--- config.mk ---
export PLATFORM = sky130hd
export DESIGN_NAME = vga_timing_gen
export DESIGN_NICKNAME = d
export VERILOG_FILES = /design/src/rtl/vga_timing_gen.sv
export SDC_FILE = /design/constraint.sdc
export NUM_CORES = 1
export LEC_CHECK = 0
export BUFFER_PORTS_ARGS = -buffer_cell sky130_fd_sc_hd__clkbuf_2
export CAP_MARGIN = 20
export CORE_AREA = 2 2 56 58
export CTS_BUF_LIST = sky130_fd_sc_hd__clkbuf_4 sky130_fd_sc_hd__clkbuf_8
export DETAILED_ROUTE_END_ITERATION = 10
export DIE_AREA = 0 0 58 60
export PLACE_DENSITY = 0.8
export SYNTH_ARGS = -nofsm -noshare
export SYNTH_HDL_FRONTEND = slang
export SYNTH_SLANG_ARGS = --single-unit
export TNS_END_PERCENT = 50
--- constraint.sdc ---
create_clock -name clk -period 2.75 [get_ports clk]
set_clock_uncertainty 0.15 [all_clocks]
set_input_delay 0.55 -clock clk [delete_from_list [all_inputs] [get_ports clk]]
set_output_delay 0.55 -clock clk [all_outputs]
set_load 0.02 [all_outputs]
--- src/rtl/vga_timing_gen.sv ---
// Parametrised VESA-style raster timing generator with one-pixel counter lookahead.
// Optional vertical-blank interrupt enabled by defining VTG_VBLANK_IRQ_EN.
module vga_timing_gen #(
   parameter int unsigned CW     = 12,
   parameter int unsigned H_VIS  = 800,
   parameter int unsigned H_FP   = 40,
   parameter int unsigned H_SYNC = 128,
   parameter int unsigned H_BP   = 88,
   parameter int unsigned V_VIS  = 600,
   parameter int unsigned V_FP   = 1,
   parameter int unsigned V_SYNC = 4,
   parameter int unsigned V_BP   = 23,
   parameter bit          H_POL  = 1'b1,
   parameter bit          V_POL  = 1'b1
) (
   input  logic          clk,
   input  logic          nrst,
   input  logic          ce,
   input  logic          irq_ack,
   output logic [CW-1:0] hcount,
   output logic [CW-1:0] vcount,
   output logic          hsync,
   output logic          vsync,
   output logic          de,
   output logic          line_start,
   output logic          frame_start,
   output logic          irq
);

   localparam int unsigned H_TOTAL = H_VIS + H_FP + H_SYNC + H_BP;
   localparam int unsigned V_TOTAL = V_VIS + V_FP + V_SYNC + V_BP;

   localparam logic [CW-1:0] H_LAST   = CW'(H_TOTAL - 1);
   localparam logic [CW-1:0] V_LAST   = CW'(V_TOTAL - 1);
   localparam logic [CW-1:0] H_VIS_C  = CW'(H_VIS);
   localparam logic [CW-1:0] V_VIS_C  = CW'(V_VIS);
   localparam logic [CW-1:0] HS_START = CW'(H_VIS + H_FP);
   localparam logic [CW-1:0] HS_END   = CW'(H_VIS + H_FP + H_SYNC);
   localparam logic [CW-1:0] VS_START = CW'(V_VIS + V_FP);
   localparam logic [CW-1:0] VS_END   = CW'(V_VIS + V_FP + V_SYNC);

   logic [CW-1:0] hcount_q, hcount_d;
   logic [CW-1:0] vcount_q, vcount_d;
   logic          hsync_q, hsync_d;
   logic          vsync_q, vsync_d;
   logic          de_q, de_d;
   logic          ls_q, ls_d;
   logic          fs_q, fs_d;

   // Outputs for pixel (x,y) are derived from the pre-update counters, so they
   // trail hcount/vcount by exactly one ce cycle.
   always_comb begin
      hcount_d = hcount_q;
      vcount_d = vcount_q;
      hsync_d  = hsync_q;
      vsync_d  = vsync_q;
      de_d     = de_q;
      ls_d     = 1'b0;
      fs_d     = 1'b0;
      if (ce) begin
         if (hcount_q == H_LAST) begin
            hcount_d = '0;
            vcount_d = (vcount_q == V_LAST) ? '0 : vcount_q + 1'b1;
         end else begin
            hcount_d = hcount_q + 1'b1;
         end
         de_d    = (hcount_q < H_VIS_C) && (vcount_q < V_VIS_C);
         hsync_d = ((hcount_q >= HS_START) && (hcount_q < HS_END)) ? H_POL : ~H_POL;
         vsync_d = ((vcount_q >= VS_START) && (vcount_q < VS_END)) ? V_POL : ~V_POL;
         ls_d    = (hcount_q == '0);
         fs_d    = (hcount_q == '0) && (vcount_q == '0);
      end
   end

   always_ff @(posedge clk) begin
      if (!nrst) begin
         hcount_q <= '0;
         vcount_q <= '0;
         hsync_q  <= ~H_POL;
         vsync_q  <= ~V_POL;
         de_q     <= 1'b0;
         ls_q     <= 1'b0;
         fs_q     <= 1'b0;
      end else begin
         hcount_q <= hcount_d;
         vcount_q <= vcount_d;
         hsync_q  <= hsync_d;
         vsync_q  <= vsync_d;
         de_q     <= de_d;
         ls_q     <= ls_d;
         fs_q     <= fs_d;
      end
   end

   assign hcount      = hcount_q;
   assign vcount      = vcount_q;
   assign hsync       = hsync_q;
   assign vsync       = vsync_q;
   assign de          = de_q;
   assign line_start  = ls_q;
   assign frame_start = fs_q;

`ifdef VTG_VBLANK_IRQ_EN
   logic irq_q, irq_d;
   logic irq_set;

   // Set has priority over acknowledge; the clear does not wait for ce.
   always_comb begin
      irq_set = ce && (hcount_q == H_LAST) && (vcount_q == CW'(V_VIS - 1));
      irq_d   = irq_set | (irq_q & ~irq_ack);
   end

   always_ff @(posedge clk) begin
      if (!nrst) irq_q <= 1'b0;
      else       irq_q <= irq_d;
   end

   assign irq = irq_q;
`else
   logic unused_irq_ack;
   assign unused_irq_ack = irq_ack;
   assign irq            = 1'b0;
`endif

endmodule

==> results of run 1 <==
-- flip-flops by register name, summed over array words and instances (netlist names) --
name and cells:
vsync 1, hsync 1, line_start 1, de 1, hcount 12, vcount 12, frame_start 1
-- routing by layer --
metal	vias to the layer above	part of all wire, %	GRT usage (%)
li1	747	-	-
met3	9	6.0	6.49
met1	683	46	26.8
met4	0	2.4	9.63
met5	-	0	0
met2	40	46	35.7
-- how the worst max path moves through the flow --
stage	depth (start not counted)	from	to
5_1_grt	4	hcount[4]$_SDFFE_PN0P_	vcount[9]$_SDFFE_PN0P_
4_1_cts	4	hcount[4]$_SDFFE_PN0P_	vcount[9]$_SDFFE_PN0P_
6_report	4	hcount[4]$_SDFFE_PN0P_	vcount[9]$_SDFFE_PN0P_
2_1_floorplan	5	vcount[0]$_SDFFE_PN0P_	vcount[2]$_SDFFE_PN0P_
3_3_place_gp	5	ce	vcount[9]$_SDFFE_PN0P_
3_5_place_dp	5	ce	vcount[9]$_SDFFE_PN0P_
-- per-stage QoR --
stage                     setup slack (ns)  cell area, um^2  utilization (%)  hold slack, ns  std cells
after floorplan                      0.289             1550                -           0.404        188
after global placement               0.183             1730             59.7           0.329        247
after detailed placement             0.164             1730             59.7           0.328        247
after CTS                            0.318             1800             62.1           0.350        255
after global routing                 0.190             1800             62.1           0.396        255
final                                0.312             1800             62.1           0.350        255
-- layout by cell type (no fill, tap or decap), types with 6 or more instances in the layout --
cell,netlist,layout
nor4_1,6,6
nand4_1,8,8
or4_1,9,9
o31ai_1,7,7
clkbuf_2,1,31
inv_1,7,7
ha_1,6,6
a21oi_1,11,11
xnor2_1,8,8
nand3_1,10,10
dfxtp_1,29,29
nor2_1,15,15
nand2_1,19,19
-- power breakdown --
group | internal [mW] | total, mW | switching, mW | leakage [nW]
Clock | 0.148 | 0.295 | 0.147 | 0.0413
Combinational | 0.0174 | 0.0463 | 0.0288 | 0.406
Sequential | 0.426 | 0.432 | 0.00611 | 0.235
Total | 0.591 | 0.773 | 0.182 | 0.682
-- area by class of cell --
class / count / share of cell area, %
Clock buffer: 7 / 3.61
Multi-Input combinational cell: 143 / 49.9
Tap cell: 33 / 2.29
Inverter: 7 / 1.46
Clock inverter: 1 / 0.278
Timing Repair Buffer: 35 / 10.3
Sequential cell: 29 / 32.2
-- worst max-delay path: stages, from the launching register on --
cell and delay, ns:
dfxtp_1 0.47, or4b_4 0.51, or4_1 0.66, or4_1 0.44, a21oi_1 0.14
-- cells by family after synthesis --
| family | count (synthesis) | synth area share [%] |
|---|---|---|
| simple gates | 93 | 33.5 |
| xor+xnor | 12 | 6.76 |
| compound gates | 30 | 11.9 |
| flops | 29 | 37.4 |
| mux | 1 | 0.644 |
| other cells | 1 | 0.241 |
| buf+inv | 16 | 4.75 |
| fa+ha+maj | 6 | 4.83 |
==> results.cfg, run 1 <==
[yosys]
ys_ff_latch = 29
ys_top_cells_by_count = dfxtp_1 (29), nand2_1 (19), nor2_1 (15), a21oi_1 (11), nand3_1 (10)
synth_nets = 198
syn_avg_cell_area_um2 = 8.27
yosys.cell_types.count = 39
synthArstFlopShare_pct = 0
yosys.area.top_type_share_pct = 37.4
yosysMostFrequentCell = dfxtp_1
synthTopCellsByArea = dfxtp_1 (37%), ha_1 (4.8%), nand2_1 (4.6%)
synth_flop_cell = dfxtp_1
netlist_area_um2 = 1550
ys_warn_count = 0
synth_edf_count = 0
netlist_instances = 188
yosysSeqAreaShare_pct = 37.4
yosys.area.top_type = dfxtp_1

[finish]
antenna_cells = 0
drive_gt1_share_pct = 21.6
syn2layout_area_growth_pct = 16.0
ff_latch_area_um2 = 581
final_nets = 231
num-fill-cells = 281
multiInputGateArea_um2 = 900

[die]
die_area_um2 = 3480
start_util_pct = 53.5
rows = 20
die_h_um = 60
core_area_um2 = 2900
pin_count = 34
die_w_um = 58

[route]
dr.pass1.iters = 5
first_iter_violations = 52
wirelength_um = 3380
post-route-drc-count = 0
vias = 1479
wl_per_cell_um = 13.3
via_per_inst = 5.80
postRouteAntennaNets = 0

[sta]
layout_min_cycle_time_ns = 2.44
setup_viol = 0
max_freq_mhz = 410
final_max_slew_viol_count = 0
period_share_pct = 88.6
rsz0062_at_grt = false
setup_tns_ns = 0
hold_violations = 0

[global_route]
antenna_found_initial = 0
grt_pass1_vias = 1335
grt_use_total_pct = 21.9
grt_max_degree = 13
grt_pass1_wl_um = 5830
gr-total-overflow = 0

[clock_tree]
clk_latency_ns = 0.33
cts_buffers = 5
clock_tree.buffer_depth = 2
cts_hold_buf = 0
clock-sinks = 29
root_buffer = clkbuf_4
cts_setup_buffers = 0
cts_tree = yes
cts-resized-gates = 0
clkTransAtPathRegs_ns = 0.09
cts.htree.levels = 2

[placement]
dpl.hpwl_um = 2540
portBuffers = 31
place_congestion = 0.848

[worst_setup_path]
required_ns = 2.87
rr_startpoint = hcount[4]$_SDFFE_PN0P_
worstSetupPathType = reg -> reg
worstPathMaxFanout = 8
arrival_ns = 2.56
rrSetupSlack_ns = 0.31
start_kind = flip-flop
r2r_end = vcount[9]$_SDFFE_PN0P_
ff2ff_path_depth = 4
cp-end-kind = flip-flop

[job]
maxCapViolCount = 0

[hold_path]
whs_path_depth = 2
hold_class = reg -> reg
holdPathEnd = hsync$_SDFFE_PN0P_
hp-start = hsync$_SDFFE_PN0P_

[power]
finalPower_mw = 0.773
vdd.ir_drop.worst_v = 0.000327
p_leak_nw = 0.682
pwr_density_cell_nw_per_um2 = 429

[outcome]
status = completed
Power figures use the tool's default switching activity.
==> run 2: changes to the inputs <==
--- a/config.mk
+++ b/config.mk
@@ -11,7 +11,7 @@
 export CTS_BUF_LIST = sky130_fd_sc_hd__clkbuf_4 sky130_fd_sc_hd__clkbuf_8
 export DETAILED_ROUTE_END_ITERATION = 10
 export DIE_AREA = 0 0 58 60
-export PLACE_DENSITY = 0.8
+export PLACE_DENSITY = 0.82
 export SYNTH_ARGS = -nofsm -noshare
 export SYNTH_HDL_FRONTEND = slang
 export SYNTH_SLANG_ARGS = --single-unit
==> results.cfg, run 2 (synthesis gave the netlist of run 1 again) <==
[sta]
layout_min_cycle_time_ns = 2.43
rsz0062_at_grt = false
period_share_pct = 88.4
setup_tns_ns = 0
hold_violations = 0
hold_ws_ns = 0.339
fin_ws_ns = 0.319
max_freq_mhz = 411
setup_viol = 0
final_max_slew_viol_count = 0

[clock_tree]
cts.htree.levels = 2
cts_tree = yes
cts_setup_buffers = 0
cts_buffers = 5
clock-sinks = 29
clkTransAtPathRegs_ns = 0.09
clock_tree.buffer_depth = 2
clk_latency_ns = 0.33
cts-resized-gates = 0
root_buffer = clkbuf_4
cts_hold_buf = 0

[worst_setup_path]
cp.depth = 4
worstSetupPathType = reg -> reg
ff2ff_path_depth = 4
crit_path_cell_trace = or4b_4 -> or4_1 -> or4_1 -> a21oi_1
start_kind = flip-flop
cp_slowest_cell = or4_1
rrSetupSlack_ns = 0.32
crit_end = vcount[7]$_SDFFE_PN0P_
cp-startpoint = hcount[4]$_SDFFE_PN0P_
path_buf_inv = 0
rr_startpoint = hcount[4]$_SDFFE_PN0P_
arrival_ns = 2.55
cp_top_family = simple AND/OR/NAND/NOR gates
required_ns = 2.87
cp-end-kind = flip-flop
cp_common_cell = or4_1
worstPathMaxFanout = 8
max_stage_delay_ns = 0.65
r2r_end = vcount[7]$_SDFFE_PN0P_

[route]
vias = 1496
post-route-drc-count = 0
dr.pass1.iters = 4
first_iter_violations = 45
wl_per_cell_um = 13.6
via_per_inst = 5.84
postRouteAntennaNets = 0
wirelength_um = 3480

[power]
vdd.ir_drop.worst_v = 0.000479
p_switching_mw = 0.170
netSwitchingFraction_pct = 22.8
comb_power_share_pct = 6.4
p_int_mw = 0.574
p_clk_share_pct = 35.6
p_leak_nw = 0.687
sequentialPowerShare_pct = 58.0
pwr_density_cell_nw_per_um2 = 412

[finish]
antenna_cells = 0
syn2layout_area_growth_pct = 16.3
final_nets = 233
drive_gt1_share_pct = 22.0
stdcell_area_um2 = 1810
layout_common_cells = clkbuf_2 (31), dfxtp_1 (29), nand2_1 (19)
layout_commonest_cell = clkbuf_2

[global_route]
grt_max_degree = 13
grt_use_total_pct = 23.4
use_met3_pct = 6.71
antenna_found_initial = 0
grt_pass1_wl_um = 6110
met2_usage_pct = 38.8
use_met1_pct = 27.9
grt_pass1_vias = 1382
gr-total-overflow = 0
busiest_layer = met2

[placement]
portBuffers = 31
post_dp_cell_area_um2 = 1750
place_ws_ns = 0.155
place_congestion = 0.837
dpl.hpwl_um = 2620

[die]
start_util_pct = 53.5
core_area_um2 = 2900
pin_count = 34
rows = 20
die_area_um2 = 3480
die_w_um = 58
die_h_um = 60

[hold_path]
hold_class = reg -> reg

[outcome]
status = completed

[job]
maxCapViolCount = 0
[run 2: cell count changes in the layout (fill, tap and decap cells not counted)]
cell,change
clkbuf_4,+1
buf_4,+2
clkinv_2,-1
clkbuf_8,-1
[run 2: worst reg2reg max path: stages, from the launching register on]
cell     delay [ns]
dfxtp_1        0.47
or4b_4         0.51
or4_1          0.65
or4_1          0.44
a21oi_1        0.14
[run 2: routing by layer]
layer / vias up / share of wire [%] / wire (um)
met5: - / 0 / 0
met4: 0 / 2.7 / 93
met3: 10 / 4.4 / 154
met2: 33 / 48 / 1690
met1: 699 / 44 / 1550
li1: 754 / - / -
[run 2: power by group through the flow]
stage	Combinational [mW]	Clock [mW]	Sequential (mW)
after detailed placement	0.0484	0	0.441
final	0.0478	0.265	0.431
after floorplan	0.0247	0	0.449
after global placement	0.0479	0	0.441
after global routing	0.0531	0.299	0.432
after CTS	0.0485	0.275	0.431
[run 2: worst min-delay path by stage]
stage                                  start            endpoint  slack, ns  depth (start not counted)
final                     hsync$_SDFFE_PN0P_  hsync$_SDFFE_PN0P_       0.34                          2
after global routing      hsync$_SDFFE_PN0P_  hsync$_SDFFE_PN0P_       0.38                          2
after CTS                 hsync$_SDFFE_PN0P_  hsync$_SDFFE_PN0P_       0.34                          2
after detailed placement  hsync$_SDFFE_PN0P_  hsync$_SDFFE_PN0P_       0.33                          2
after global placement    vsync$_SDFFE_PN0P_  vsync$_SDFFE_PN0P_       0.32                          2
after floorplan           hsync$_SDFFE_PN0P_  hsync$_SDFFE_PN0P_       0.40                          2
[run 2: layout make-up]
cell class              instances  area, um^2
fillers                       279        1100
clock buffers                   7        58.8
repair buffers                 37         200
well taps                      33        41.3
flip-flops and latches         29         581
multi-input cells             143         900
inverters                       7        26.3
[run 2: through the flow]
step	total power, mW	utilization (%)	instances
6_report	0.744	62.2	256
5_1_grt	0.784	62.2	256
4_1_cts	0.755	62.2	256
3_5_place_dp	0.490	60.2	249
3_3_place_gp	0.489	60.2	249
2_1_floorplan	0.473	-	188
